`src/rtl/spi_byte_sequencer.sv`:
```
// Byte-stream front end for spi_master: TX FIFO feeds one transfer at a time,
// replies are captured into an RX FIFO, and a stalled master raises a sticky error.
module spi_byte_sequencer #(
  parameter int unsigned DEPTH   = 4,
  parameter int unsigned TIMEOUT = 64
) (
  input  logic                   clk,
  input  logic                   reset,
  input  logic [7:0]             tx_data,
  input  logic                   tx_valid,
  output logic                   tx_ready,
  output logic [7:0]             rx_data,
  output logic                   rx_valid,
  input  logic                   rx_ready,
  output logic                   spi_start,
  output logic [7:0]             spi_data_in,
  input  logic                   spi_done,
  input  logic [7:0]             spi_data_out,
  output logic                   busy,
  output logic                   timeout_err,
  input  logic                   clr_err,
  output logic [$clog2(DEPTH):0] tx_count,
  output logic [$clog2(DEPTH):0] rx_count
);
  localparam int unsigned AW = $clog2(DEPTH);
  localparam int unsigned CW = AW + 1;
  localparam int unsigned TW = $clog2(TIMEOUT);

  typedef enum logic [2:0] {IDLE, LAUNCH, WAIT, CAPTURE, HALT} state_t;
  state_t state, state_next;

  logic [7:0]    tx_mem [DEPTH];
  logic [7:0]    rx_mem [DEPTH];
  logic [AW-1:0] tx_wr_ptr, tx_rd_ptr, rx_wr_ptr, rx_rd_ptr;
  logic          tx_empty;
  logic [TW-1:0] timer;
  logic          done_d;
  logic [7:0]    cap_byte;

  logic          tx_push, tx_pop, rx_push, rx_pop, done_rise;
  logic          timer_clr, timer_inc, err_set, err_clr, cap_load;
  logic [CW-1:0] tx_count_next, rx_count_next;
  logic [AW-1:0] rx_rd_next;
  logic [7:0]    rx_head_next;

  assign tx_push   = tx_valid && tx_ready;
  assign rx_pop    = rx_valid && rx_ready;
  assign done_rise = spi_done && !done_d;

  // Next occupancy and next RX head, so rx_data can be a plain register
  always_comb begin
    tx_count_next = tx_count;
    if (tx_push && !tx_pop)
      tx_count_next = tx_count + CW'(1);
    else if (!tx_push && tx_pop)
      tx_count_next = tx_count - CW'(1);

    rx_count_next = rx_count;
    if (rx_push && !rx_pop)
      rx_count_next = rx_count + CW'(1);
    else if (!rx_push && rx_pop)
      rx_count_next = rx_count - CW'(1);

    rx_rd_next   = rx_pop ? rx_rd_ptr + AW'(1) : rx_rd_ptr;
    rx_head_next = '0;
    if (rx_count_next != '0) begin
      if (rx_push && (rx_wr_ptr == rx_rd_next))
        rx_head_next = cap_byte;
      else
        rx_head_next = rx_mem[rx_rd_next];
    end
  end

  // Sequencer next-state and control strobes
  always_comb begin
    state_next = state;
    tx_pop     = 1'b0;
    rx_push    = 1'b0;
    timer_clr  = 1'b0;
    timer_inc  = 1'b0;
    err_set    = 1'b0;
    err_clr    = 1'b0;
    cap_load   = 1'b0;
    case (state)
      IDLE: begin
        if (!tx_empty && (rx_count < CW'(DEPTH))) begin
          tx_pop     = 1'b1;
          state_next = LAUNCH;
        end
      end
      LAUNCH: begin
        timer_clr  = 1'b1;
        state_next = WAIT;
      end
      WAIT: begin
        // A done edge on the final allowed cycle still counts as success
        if (done_rise) begin
          cap_load   = 1'b1;
          state_next = CAPTURE;
        end else if (timer == TW'(TIMEOUT - 1)) begin
          err_set    = 1'b1;
          state_next = HALT;
        end else begin
          timer_inc = 1'b1;
        end
      end
      CAPTURE: begin
        rx_push    = 1'b1;
        state_next = IDLE;
      end
      HALT: begin
        if (clr_err) begin
          err_clr    = 1'b1;
          state_next = IDLE;
        end
      end
      default: state_next = IDLE;
    endcase
  end

  always_ff @(posedge clk or posedge reset) begin
    if (reset)
      state <= IDLE;
    else
      state <= state_next;
  end

  always_ff @(posedge clk) begin
    if (tx_push)
      tx_mem[tx_wr_ptr] <= tx_data;
    if (rx_push)
      rx_mem[rx_wr_ptr] <= cap_byte;
  end

  always_ff @(posedge clk or posedge reset) begin
    if (reset) begin
      tx_wr_ptr   <= '0;
      tx_rd_ptr   <= '0;
      rx_wr_ptr   <= '0;
      rx_rd_ptr   <= '0;
      tx_count    <= '0;
      rx_count    <= '0;
      tx_ready    <= 1'b1;
      tx_empty    <= 1'b1;
      rx_valid    <= 1'b0;
      rx_data     <= '0;
      spi_start   <= 1'b0;
      spi_data_in <= '0;
      busy        <= 1'b0;
      timeout_err <= 1'b0;
      timer       <= '0;
      done_d      <= 1'b0;
      cap_byte    <= '0;
    end else begin
      if (tx_push) tx_wr_ptr <= tx_wr_ptr + AW'(1);
      if (tx_pop)  tx_rd_ptr <= tx_rd_ptr + AW'(1);
      if (rx_push) rx_wr_ptr <= rx_wr_ptr + AW'(1);
      rx_rd_ptr <= rx_rd_next;
      tx_count  <= tx_count_next;
      rx_count  <= rx_count_next;
      tx_ready  <= (tx_count_next != CW'(DEPTH));
      tx_empty  <= (tx_count_next == '0);
      rx_valid  <= (rx_count_next != '0);
      rx_data   <= rx_head_next;
      if (tx_pop)
        spi_data_in <= tx_mem[tx_rd_ptr];
      spi_start <= (state_next == LAUNCH);
      busy      <= (state_next != IDLE);
      if (err_set)
        timeout_err <= 1'b1;
      else if (err_clr)
        timeout_err <= 1'b0;
      if (timer_clr)
        timer <= '0;
      else if (timer_inc)
        timer <= timer + TW'(1);
      done_d <= spi_done;
      if (cap_load)
        cap_byte <= spi_data_out;
    end
  end

endmodule

```
`config.mk`:
```
export PLATFORM = sky130hd
export DESIGN_NAME = spi_byte_sequencer
export DESIGN_NICKNAME = d
export VERILOG_FILES = /design/src/rtl/spi_byte_sequencer.sv
export SDC_FILE = /design/constraint.sdc
export NUM_CORES = 1
export LEC_CHECK = 0
export CAP_MARGIN = 5
export CORE_ASPECT_RATIO = 1.1
export CORE_UTILIZATION = 50
export CTS_CLUSTER_SIZE = 40
export DETAILED_ROUTE_END_ITERATION = 8
export GPL_TIMING_DRIVEN = 1
export PLACE_DENSITY_LB_ADDON = 0.15
export SYNTH_ARGS = -nofsm -noshare
export SYNTH_HDL_FRONTEND = slang
export SYNTH_SLANG_ARGS = --single-unit
```
`constraint.sdc`:
```
create_clock -name clk -period 4.81 [get_ports clk]
set_input_delay 0.7215 -clock clk [delete_from_list [all_inputs] [get_ports clk]]
set_output_delay 0.7215 -clock clk [all_outputs]
set_load 0.02 [all_outputs]
```
==> summary.txt <==
Outcome
  • Status: complete, no violations

Power and ir drop
  • Clock power share: a little over 30%
  • Power Dens Cells: slightly below 700 mW/mm^2
  • Psw: 1.425 mW
  • Gate power share: 30.3%
  • Leakage power: around 2.4 nW
  • Sequential share of power: 38.8%
  • Switching Fraction: around a third
  • Internal power: a little under 3 mW
  • Max VDD drop: between 0.3 and 0.4 mV

Timing
  • Final Hold Fails: 0
  • Period minus WS final: 2.690 ns
  • Final Max Slew Viols: 0
  • Final Skew: about 0.016 ns
  • Slew HR: roughly 36%
  • Endpoints failing setup: 0
  • Worst-margin pin slew: about 0.95 ns
  • Tcrit/Tclk final: 55.93%
  • Fmax: about 0.37 GHz
  • RSZ-0062 raised after global routing: false
  • Hold_ws: 0.5201 ns
  • Final setup TNS: 0 ns

Clocking
  • Max Buffers Root-to-Sink: 2
  • Clk Latency, worst-skew pair: roughly 0.5 ns
  • Total CTS buffers: 17
  • Post-CTS setup buffers: 0
  • H-tree Lvls: 4
  • CTS tree: yes
  • PostCTS Resize Cnt: 0
  • Register clock-pin slew on the reported worst setup and hold paths: about 0.06 ns
  • Hold_buf cts: 0
  • Clock root buffer: clkbuf_8
  • Clock sink total: ~120

Yosys
  • #FFs+latches synth: roughly 120
  • Post-Synthesis Cell Area: about 0.0052 sq mm
  • Top cell type by total area after synthesis: edfxtp_1
  • Syn Nets: ~400
  • Synth unique cells: 52
  • Top-count cell post-synth: edfxtp_1
  • Synthesized instance count: about 370
  • Post-synth top flop: edfxtp_1
  • EDFF count, synth: between 60 and 70
  • Fraction of registers with async set/reset: a little under half
  • Synth warn: 0
  • Synth area leaders: edfxtp_1 (37%), dfrtp_1 (25%), mux4_2 (6.9%)
  • Top-area cell type share of the netlist area: roughly 37%
  • Syn Area/Cell: 14.26 sq um
  • Commonest cells post-synth: edfxtp_1 (64), dfrtp_1 (52), nand2_1 (42), nand3_1 (20), mux2_2 (17)
  • Post-synthesis sequential area ratio: approximately 63%

Worst setup path
  • R2R cell count: 5
  • Highest-delay cell along the critical path: and2_1
  • Worst EP required: approximately 5.2 ns
  • WP depth: 6
  • Worst-path maximum fanout: 20
  • Worst Path Arrival: around 3.1 ns
  • CP endpoint kind: flip-flop
  • Worst R2R Start: rx_valid$_DFF_PP0_
  • Ordered cell list for the critical path: clkdlybuf4s50_1, and2_1, nor3_1, o31ai_4, o2111ai_1, a21oi_1
  • Critical Path Sink: rx_data[7]$_DFF_PP0_
  • WP buf/inv: 1
  • R2R Setup Slk: between 2 and 2.5 ns
  • Critical path's top delay family: simple AND/OR/NAND/NOR gates
  • Worst path max stage delay: roughly 0.69 ns
  • Crit path launch: rx_ready
  • Worst r2r dst: rx_data[7]$_DFF_PP0_
  • WS Path Type: in -> reg
  • Startpoint Class: input port

Run
  • Max-cap violations: 0

Global routing
  • Total Routing Usage GR: approximately a fifth
  • Largest net degree at the start of global routing: 55
  • Vias in the first global route: between 3,000 and 4,000
  • Initial antenna violation count: 0
  • First-pass GRT wire length: between 15,000 and 20,000 um
  • GR Overflow Total: 0

Detailed routing
  • Remaining DRCs: 0
  • DRT iter0 DRCs: about 160
  • Antenna-violating nets left: 0
  • DR WL/cell: 18.11 um
  • Total Routed Length: around 10,000 um
  • Vias: around 3,100
  • Vias/cell: roughly 5.6
  • Drt pass-1 iters: 4

Layout
  • Share of cells above drive strength 1: between 10% and 20%
  • Antenna cells: 0
  • Final #Nets: between 400 and 500
  • Area delta synth->final: 23.23%

Place
  • Dpl hpwl: 6521 um
  • Routability cong.: 0.7585
  • Port Buffers: 48

Floorplanning
  • Die area: about 0.011 sq mm
  • IO Pins: about 50
  • Die width: slightly below 100 um
  • Core area: approximately 0.01 sq mm
  • Rows: 38
  • Starting density of the core: a little over half
  • DIE HEIGHT: roughly 110 um

Worst hold path
  • Worst Hold Class: reg -> reg
## power groups by stage
| stage | Clock (mW) | Sequential, mW | Combinational, mW |
|---|---|---|---|
| floorplan | 0 | 1.72 | 0.866 |
| global placement | 0 | 1.71 | 1.30 |
| detailed placement | 0 | 1.72 | 1.34 |
| CTS | 1.38 | 1.71 | 1.35 |
| global route | 1.43 | 1.75 | 1.47 |
| finish | 1.36 | 1.71 | 1.33 |
## cell type report
class	instances	area, sq um
clock buffer	18	417.9
clock inverter	14	224.0
fill	733	3553
inverter	14	52.55
multi-input combinational	219	1815
sequential	118	3276
tap	120	150.1
timing repair buffer	50	495.5
## registers in the layout, indices dropped and copies added, names as in the netlist
name	count
rx_valid	1
tx_ready	1
timeout_err	1
tx_wr_ptr	2
cap_byte	8
spi_start	1
done_d	1
state	3
busy	1
rx_mem	32
rx_rd_ptr	2
tx_mem	32
timer	6
spi_data_in	8
tx_empty	1
tx_rd_ptr	2
tx_count	3
rx_count	3
rx_data	8
rx_wr_ptr	2
## logic make-up after synthesis
family	after synthesis	share of synthesized area (%)
AOI/OAI and AO/OA	44	6.521
xor gates and xnor gates	19	3.333
adders and majority gates	15	3.500
buffers and inverters	29	2.445
DFF	118	62.77
muxes	34	10.76
and+or+nand+nor	107	10.67
## per-layer routing
metal,vias to the layer above,global-route usage [%],routed length [um]
met3,8,5.641,371
li1,1472,-,-
met2,71,34.33,5202
met4,0,8.088,95
met5,-,0,0
met1,1542,25.27,4347
## how the worst min path moves through the flow
stage	startpoint	endpoint	slack, ns	depth (start not counted)
2_1_floorplan	cap_byte[0]$_DFFE_PP0P_	rx_mem[0][0]$_DFFE_PP_	0.49	0
3_3_place_gp	spi_data_in[0]$_DFFE_PP0P_	spi_data_in[0]$_DFFE_PP0P_	0.49	1
3_5_place_dp	spi_data_in[7]$_DFFE_PP0P_	spi_data_in[7]$_DFFE_PP0P_	0.50	1
4_1_cts	spi_data_in[7]$_DFFE_PP0P_	spi_data_in[7]$_DFFE_PP0P_	0.52	1
5_1_grt	spi_data_in[1]$_DFFE_PP0P_	spi_data_in[1]$_DFFE_PP0P_	0.55	1
6_report	spi_data_in[7]$_DFFE_PP0P_	spi_data_in[7]$_DFFE_PP0P_	0.52	1
## per-stage QoR
step	power, mW	util (%)	instance area [sq um]	std cells	worst slack [ns]
after global routing	4.650	64.41	6431	553	1.860
final	4.395	64.41	6431	553	2.120
after floorplan	2.587	-	5219	366	2.777
after detailed placement	3.061	57.98	5789	521	1.590
after CTS	4.433	64.41	6431	553	2.132
after global placement	3.014	57.98	5789	521	1.671
## worst reg2reg max path: cells and delay by family (launching register included)
kind,cells,cell delay [ns]
and+or+nand+nor,2,1.06
AOI/OAI and AO/OA,3,0.83
DFF,1,0.39
## cell usage in the layout, fill, tap and decap left out, types with 3 or more instances in the layout
master	n
a21oi_1	13
and2_1	7
and3_1	5
bufinv_16	5
clkbuf_16	16
clkdlybuf4s50_1	48
clkinv_4	4
dfrtp_1	52
edfxtp_1	64
ha_1	13
inv_1	11
inv_6	3
mux2_2	17
mux4_2	16
nand2_1	42
nand3_1	20
nand4_1	3
nor2_1	10
nor2b_1	3
o2111ai_1	8
o21ai_0	3
o311ai_0	8
xnor2_1	9
xor2_1	9
No activity file was read; power rests on OpenSTA's default activity.
==> variant 1, RTL diff (same settings) <==
Change the parameter `DEPTH` from 4 to 8.
--- a/src/rtl/spi_byte_sequencer.sv
+++ b/src/rtl/spi_byte_sequencer.sv
@@ -3,3 +3,3 @@
 module spi_byte_sequencer #(
-  parameter int unsigned DEPTH   = 4,
+  parameter int unsigned DEPTH   = 8,
   parameter int unsigned TIMEOUT = 64
Interface: changed (resized rx_count and tx_count); port bits go from 49 to 51. No check against the original RTL was run, so the function may have changed too.
==> variant 1 against the original RTL <==
Final area increased by 40%; sequential cell count increased by 70; routed wire length increased by 38%; first-iteration DRC count increased by 56%; synthesized cell count increased by 26%; worst setup slack got worse by 0.047 ns; area after synthesis increased by 47%; total power increased by 34%; clock skew decreased by 0.0079 ns; critical path type unchanged.
==> variant 1: results (changes against the original RTL) <==
Min-Delay Endpoint timeout_err$_DFFE_PP0P_ (was spi_data_in[7]$_DFFE_PP0P_); number of vias in the routed layout 4037 (was 3093); DR top layer met4 (unchanged); ranking of synthesized cells by area edfxtp_1 50%, dfrtp_1 19%, mux4_2 7.0% (was edfxtp_1 37%, dfrtp_1 25%, mux4_2 6.9%); placed cell count 699 (was 521); TritonRoute pass-1 iters 4 (unchanged); met3 usage 0.0407 (was 0.0564); Port Buf Inserts 50 (was 48); Via density 5.52 (was 5.59); WHS Path Cells 2 (was 1); htree depth 4 (unchanged); M1 GR Usage 0.237 (was 0.253); met2 wire length 7330 um (was 5200 um); Final nets 553 (was 455); top flop regs rx_mem x64, tx_mem x64 (was rx_mem x32, tx_mem x32); DRT iter0 DRCs 255 (was 163); synthesized netlist cell count 462 (was 366); Worst-Skew Late Latency 0.42 ns (was 0.51 ns); syn nets 493 (was 401); sequential area share after synthesis 0.696 (was 0.628); Async S/R FF share, synth 0.319 (was 0.458); share of cells above drive strength 1 0.155 (was 0.189); Total GRT Usage 0.192 (was 0.204); metal3 WL 608 um (was 371 um); M1 WL 5740 um (was 4350 um); worst r2r src state[2]$_DFF_PP0_ (was rx_valid$_DFF_PP0_); HPWL after DPL 8700 um (was 6520 um); outcome completed (unchanged); Worst Path Arrival 3.00 ns (was 3.10 ns); Netlist cell types 63 (was 52); vias in the first global route 4158 (was 3286); reg2reg path depth 5 (unchanged); TritonCTS buffer count 17 (unchanged); cell family with most CP delay multiplexers (was simple AND/OR/NAND/NOR gates); peak supply drop 0.000286 V (was 0.000367 V); FF-to-FF setup slack 2.40 ns (was 2.45 ns); worst hold path startpoint timeout_err$_DFFE_PP0P_ (was spi_data_in[7]$_DFFE_PP0P_); initial antenna violation count 0 (unchanged); leakage 0.00328 uW (was 0.00244 uW); largest net degree at the start of global routing 32 (was 55); switching share of power 0.321 (was 0.324); EDFF count, synth 128 (was 64); worst setup path endpoint rx_data[0]$_DFF_PP0_ (was rx_data[7]$_DFF_PP0_); worst clock skew 0.00836 ns (was 0.0162 ns); first-pass GRT wire length 22400 um (was 16400 um); root buffer selected by CTS clkbuf_16 (was clkbuf_8); post-DR wirelength/cell 18.9 um (was 18.1 um); worst-path maximum fanout 17 (was 20); post_cts resized 0 (unchanged); Placer Congestion 0.743 (was 0.759); Tightest Pin Transition 1.00 ns (was 0.951 ns); GR Util met2 0.332 (was 0.343); CP max stage delay 0.65 ns (was 0.69 ns); synth cell count leaders 128 x edfxtp_1, 58 x dfrtp_1, 33 x nand2_1 (was 64 x edfxtp_1, 52 x dfrtp_1, 42 x nand2_1); slowest stage cell, crit path mux4_1 (was and2_1)
==> variant 1: cell count changes in the layout (fill, tap and decap cells not counted), sizes merged, moves of 8 or more <==
cell and change:
edfxtp +64, mux2 -15, mux2i +10, mux4 +16
nand2 -8, nand3 -12, nor2 +17, o311ai -8
==> variant 1: power by group through the flow <==
stage / sequential (uW) / combinational (uW) / clock [uW]
2_1_floorplan: 2530 / 1360 / 0
3_3_place_gp: 2520 / 1930 / 0
3_5_place_dp: 2530 / 1970 / 0
4_1_cts: 2510 / 1980 / 1470
5_1_grt: 2560 / 2150 / 1530
6_report: 2500 / 1950 / 1440
==> variant 1: cell type report <==
| type | count | area (um^2) |
|---|---|---|
| Timing Repair Buffer | 58 | 561 |
| Sequential cell | 188 | 5350 |
| Clock inverter | 10 | 136 |
| Tap cell | 196 | 245 |
| Inverter | 19 | 71.3 |
| Multi-Input combinational cell | 238 | 2180 |
| Clock buffer | 22 | 484 |
| Fill cell | 1162 | 6030 |
==> variant 1: kinds of logic (layout without fill, tap and decap cells) <==
group,after synthesis,count (layout),synth area share
AO/OA/AOI/OAI,53,53,0.0456
multiplexers,45,45,0.115
flip-flops,188,188,0.696
XOR/XNOR,21,21,0.0311
AND/OR/NAND/NOR,109,109,0.0743
adder cells (fa/ha/maj),10,10,0.0161
buffers and inverters,36,109,0.0220
==> variant 1: per-stage QoR <==
step | setup WS (ns) | power, uW | hold slack, ns | utilization | area, um^2
detailed placement | 1.63 | 4500 | 0.481 | 0.558 | 8400
global placement | 1.65 | 4450 | 0.479 | 0.558 | 8400
floorplan | 2.61 | 3890 | 0.490 | - | 7680
CTS | 2.06 | 5960 | 0.495 | 0.599 | 9020
global route | 1.94 | 6230 | 0.544 | 0.599 | 9020
finish | 2.07 | 5890 | 0.501 | 0.599 | 9020
==> variant 2, RTL diff (config.mk and constraints unchanged) <==
Made on the original files. Register the output `tx_count` once more, without a reset; this adds one clock of latency there. The other outputs are not delayed to match.
--- a/src/rtl/spi_byte_sequencer.sv
+++ b/src/rtl/spi_byte_sequencer.sv
@@ -29,2 +29,4 @@
   typedef enum logic [2:0] {IDLE, LAUNCH, WAIT, CAPTURE, HALT} state_t;
+
+  logic [$clog2(DEPTH):0] tx_count_s0;
   state_t state, state_next;
@@ -51,7 +53,7 @@
   always_comb begin
-    tx_count_next = tx_count;
+    tx_count_next = tx_count_s0;
     if (tx_push && !tx_pop)
-      tx_count_next = tx_count + CW'(1);
+      tx_count_next = tx_count_s0 + CW'(1);
     else if (!tx_push && tx_pop)
-      tx_count_next = tx_count - CW'(1);
+      tx_count_next = tx_count_s0 - CW'(1);
 
@@ -140,3 +142,3 @@
       rx_rd_ptr   <= '0;
-      tx_count    <= '0;
+      tx_count_s0 <= '0;
       rx_count    <= '0;
@@ -158,3 +160,3 @@
       rx_rd_ptr <= rx_rd_next;
-      tx_count  <= tx_count_next;
+      tx_count_s0 <= tx_count_next;
       rx_count  <= rx_count_next;
@@ -182,2 +184,6 @@
 
+  always_ff @(posedge clk) begin
+    tx_count <= tx_count_s0;
+  end
+
 endmodule
Check against the original RTL: not equivalent (a bounded check fails within 4 cycles, from zero or initial values and one cycle with reset high).
==> variant 2 against the original RTL <==
Via count up 0.65%; total power up 1.6%; routed wire length down 7.3%; largest power group unchanged; final area up 1.8%; worst setup slack better by 0.093 ns; sequential cell count up 3; clock skew down 0.0095 ns; sequential share of layout area about the same; area after synthesis up 2.1%; synthesized cell count up 4.1%; critical path depth up 1.
==> variant 2: results (changes against the original RTL) <==
outcome completed (unchanged); worst r2r dst tx_ready$_DFF_PP1_ (was rx_data[7]$_DFF_PP0_); synthesized netlist cell count 381 (was 366); worst r2r src state[2]$_DFF_PP0_ (was rx_valid$_DFF_PP0_); DRT iter0 DRCs 148 (was 163); syn nets 416 (was 401); Async S/R FF share, synth 0.446 (was 0.458); worst rel slew slack 0.449 (was 0.361); leakage 0.00253 uW (was 0.00244 uW); peak supply drop 0.000354 V (was 0.000367 V); post-DR wirelength/cell 15.7 um (was 18.1 um); synth cell count leaders 64 x edfxtp_1, 52 x dfrtp_1, 50 x nand2_1 (was 64 x edfxtp_1, 52 x dfrtp_1, 42 x nand2_1); Compound-Gate Fraction of Synth Area 0.0427 (was 0.0652); worst hold path startpoint tx_count_s0[2]$_DFF_PP0_ (was spi_data_in[7]$_DFFE_PP0P_); adder-cell share of the synthesized area 0.0305 (was 0.0350); timing-limited maximum frequency 385 MHz (was 372 MHz); TritonRoute pass-1 iters 5 (was 4); Fill cells 775 (was 733); slowest stage cell, crit path a221oi_2 (was and2_1); Final nets 469 (was 455); WHS Path Cells 0 (was 1); Min-Delay Endpoint tx_count[2]$_DFF_P_ (was spi_data_in[7]$_DFFE_PP0P_); vias in the first global route 3070 (was 3286); Worst Path Arrival 2.87 ns (was 3.10 ns); area delta synth->final 22.9% (was 23.2%); multiplexer share of the synthesized area 0.110 (was 0.108); sequential area share after synthesis 0.626 (was 0.628); worst setup path endpoint rx_data[3]$_DFF_PP0_ (was rx_data[7]$_DFF_PP0_); placed cell count 558 (was 521); Area after DPL 5900 um^2 (was 5790 um^2); Total GRT Usage 0.189 (was 0.204); net switching power 1380 uW (was 1430 uW); worst clock skew 0.00672 ns (was 0.0162 ns); FF-to-FF setup slack 2.39 ns (was 2.45 ns); Placer Congestion 0.764 (was 0.759); ranking of synthesized cells by area edfxtp_1 36%, dfrtp_1 24%, mux4_2 6.3% (was edfxtp_1 37%, dfrtp_1 25%, mux4_2 6.9%); HPWL after DPL 6200 um (was 6520 um); non-filler cells, final 590 (was 553); first-pass GRT wire length 15300 um (was 16400 um); number of setup buffers added after CTS 0 (unchanged); Worst-Skew Late Latency 0.40 ns (was 0.51 ns); pre-CTS setup slack 1.80 ns (was 1.59 ns); post_cts resized 0 (unchanged); CP max stage delay 0.73 ns (was 0.69 ns); root buffer selected by CTS clkbuf_16 (was clkbuf_8); share of cells above drive strength 1 0.168 (was 0.189); hold_ws 0.414 ns (was 0.520 ns); xor/xnor share of the synthesized area 0.0263 (was 0.0333); Via density 5.28 (was 5.59); Port Buf Inserts 48 (unchanged); Seq pwr share 0.391 (was 0.388)
-- variant 2: cell count changes in the layout (fill, tap and decap cells not counted), sizes merged, moves of 3 or more --
cell,change
o21ai,+5
xor2,-3
nand4b,+8
o2111ai,-8
dfxtp,+3
nand3b,+4
nand2,+8
o31ai,-3
o311ai,-8
nand2b,+7
clkinv,-3
-- variant 2: final cells by class --
class | instances | area share
Sequential cell | 121 | 0.509
Multi-Input combinational cell | 231 | 0.281
Timing Repair Buffer | 50 | 0.0757
Clock buffer | 20 | 0.0697
Clock inverter | 12 | 0.0298
Tap cell | 143 | 0.0273
Inverter | 13 | 0.00745
-- variant 2: critical path, delay by kind of cell --
| family | cells | cell delay, ns |
|---|---|---|
| compound gates | 2 | 0.81 |
| buf+inv | 2 | 0.88 |
| simple gates | 3 | 0.46 |
-- variant 2: layer usage --
layer	global-route usage	vias to the layer above	routed length [um]
met5	0	-	0
met4	0.0745	0	103
met3	0.0492	10	324
met2	0.321	67	4820
met1	0.231	1543	4040
li1	-	1493	-
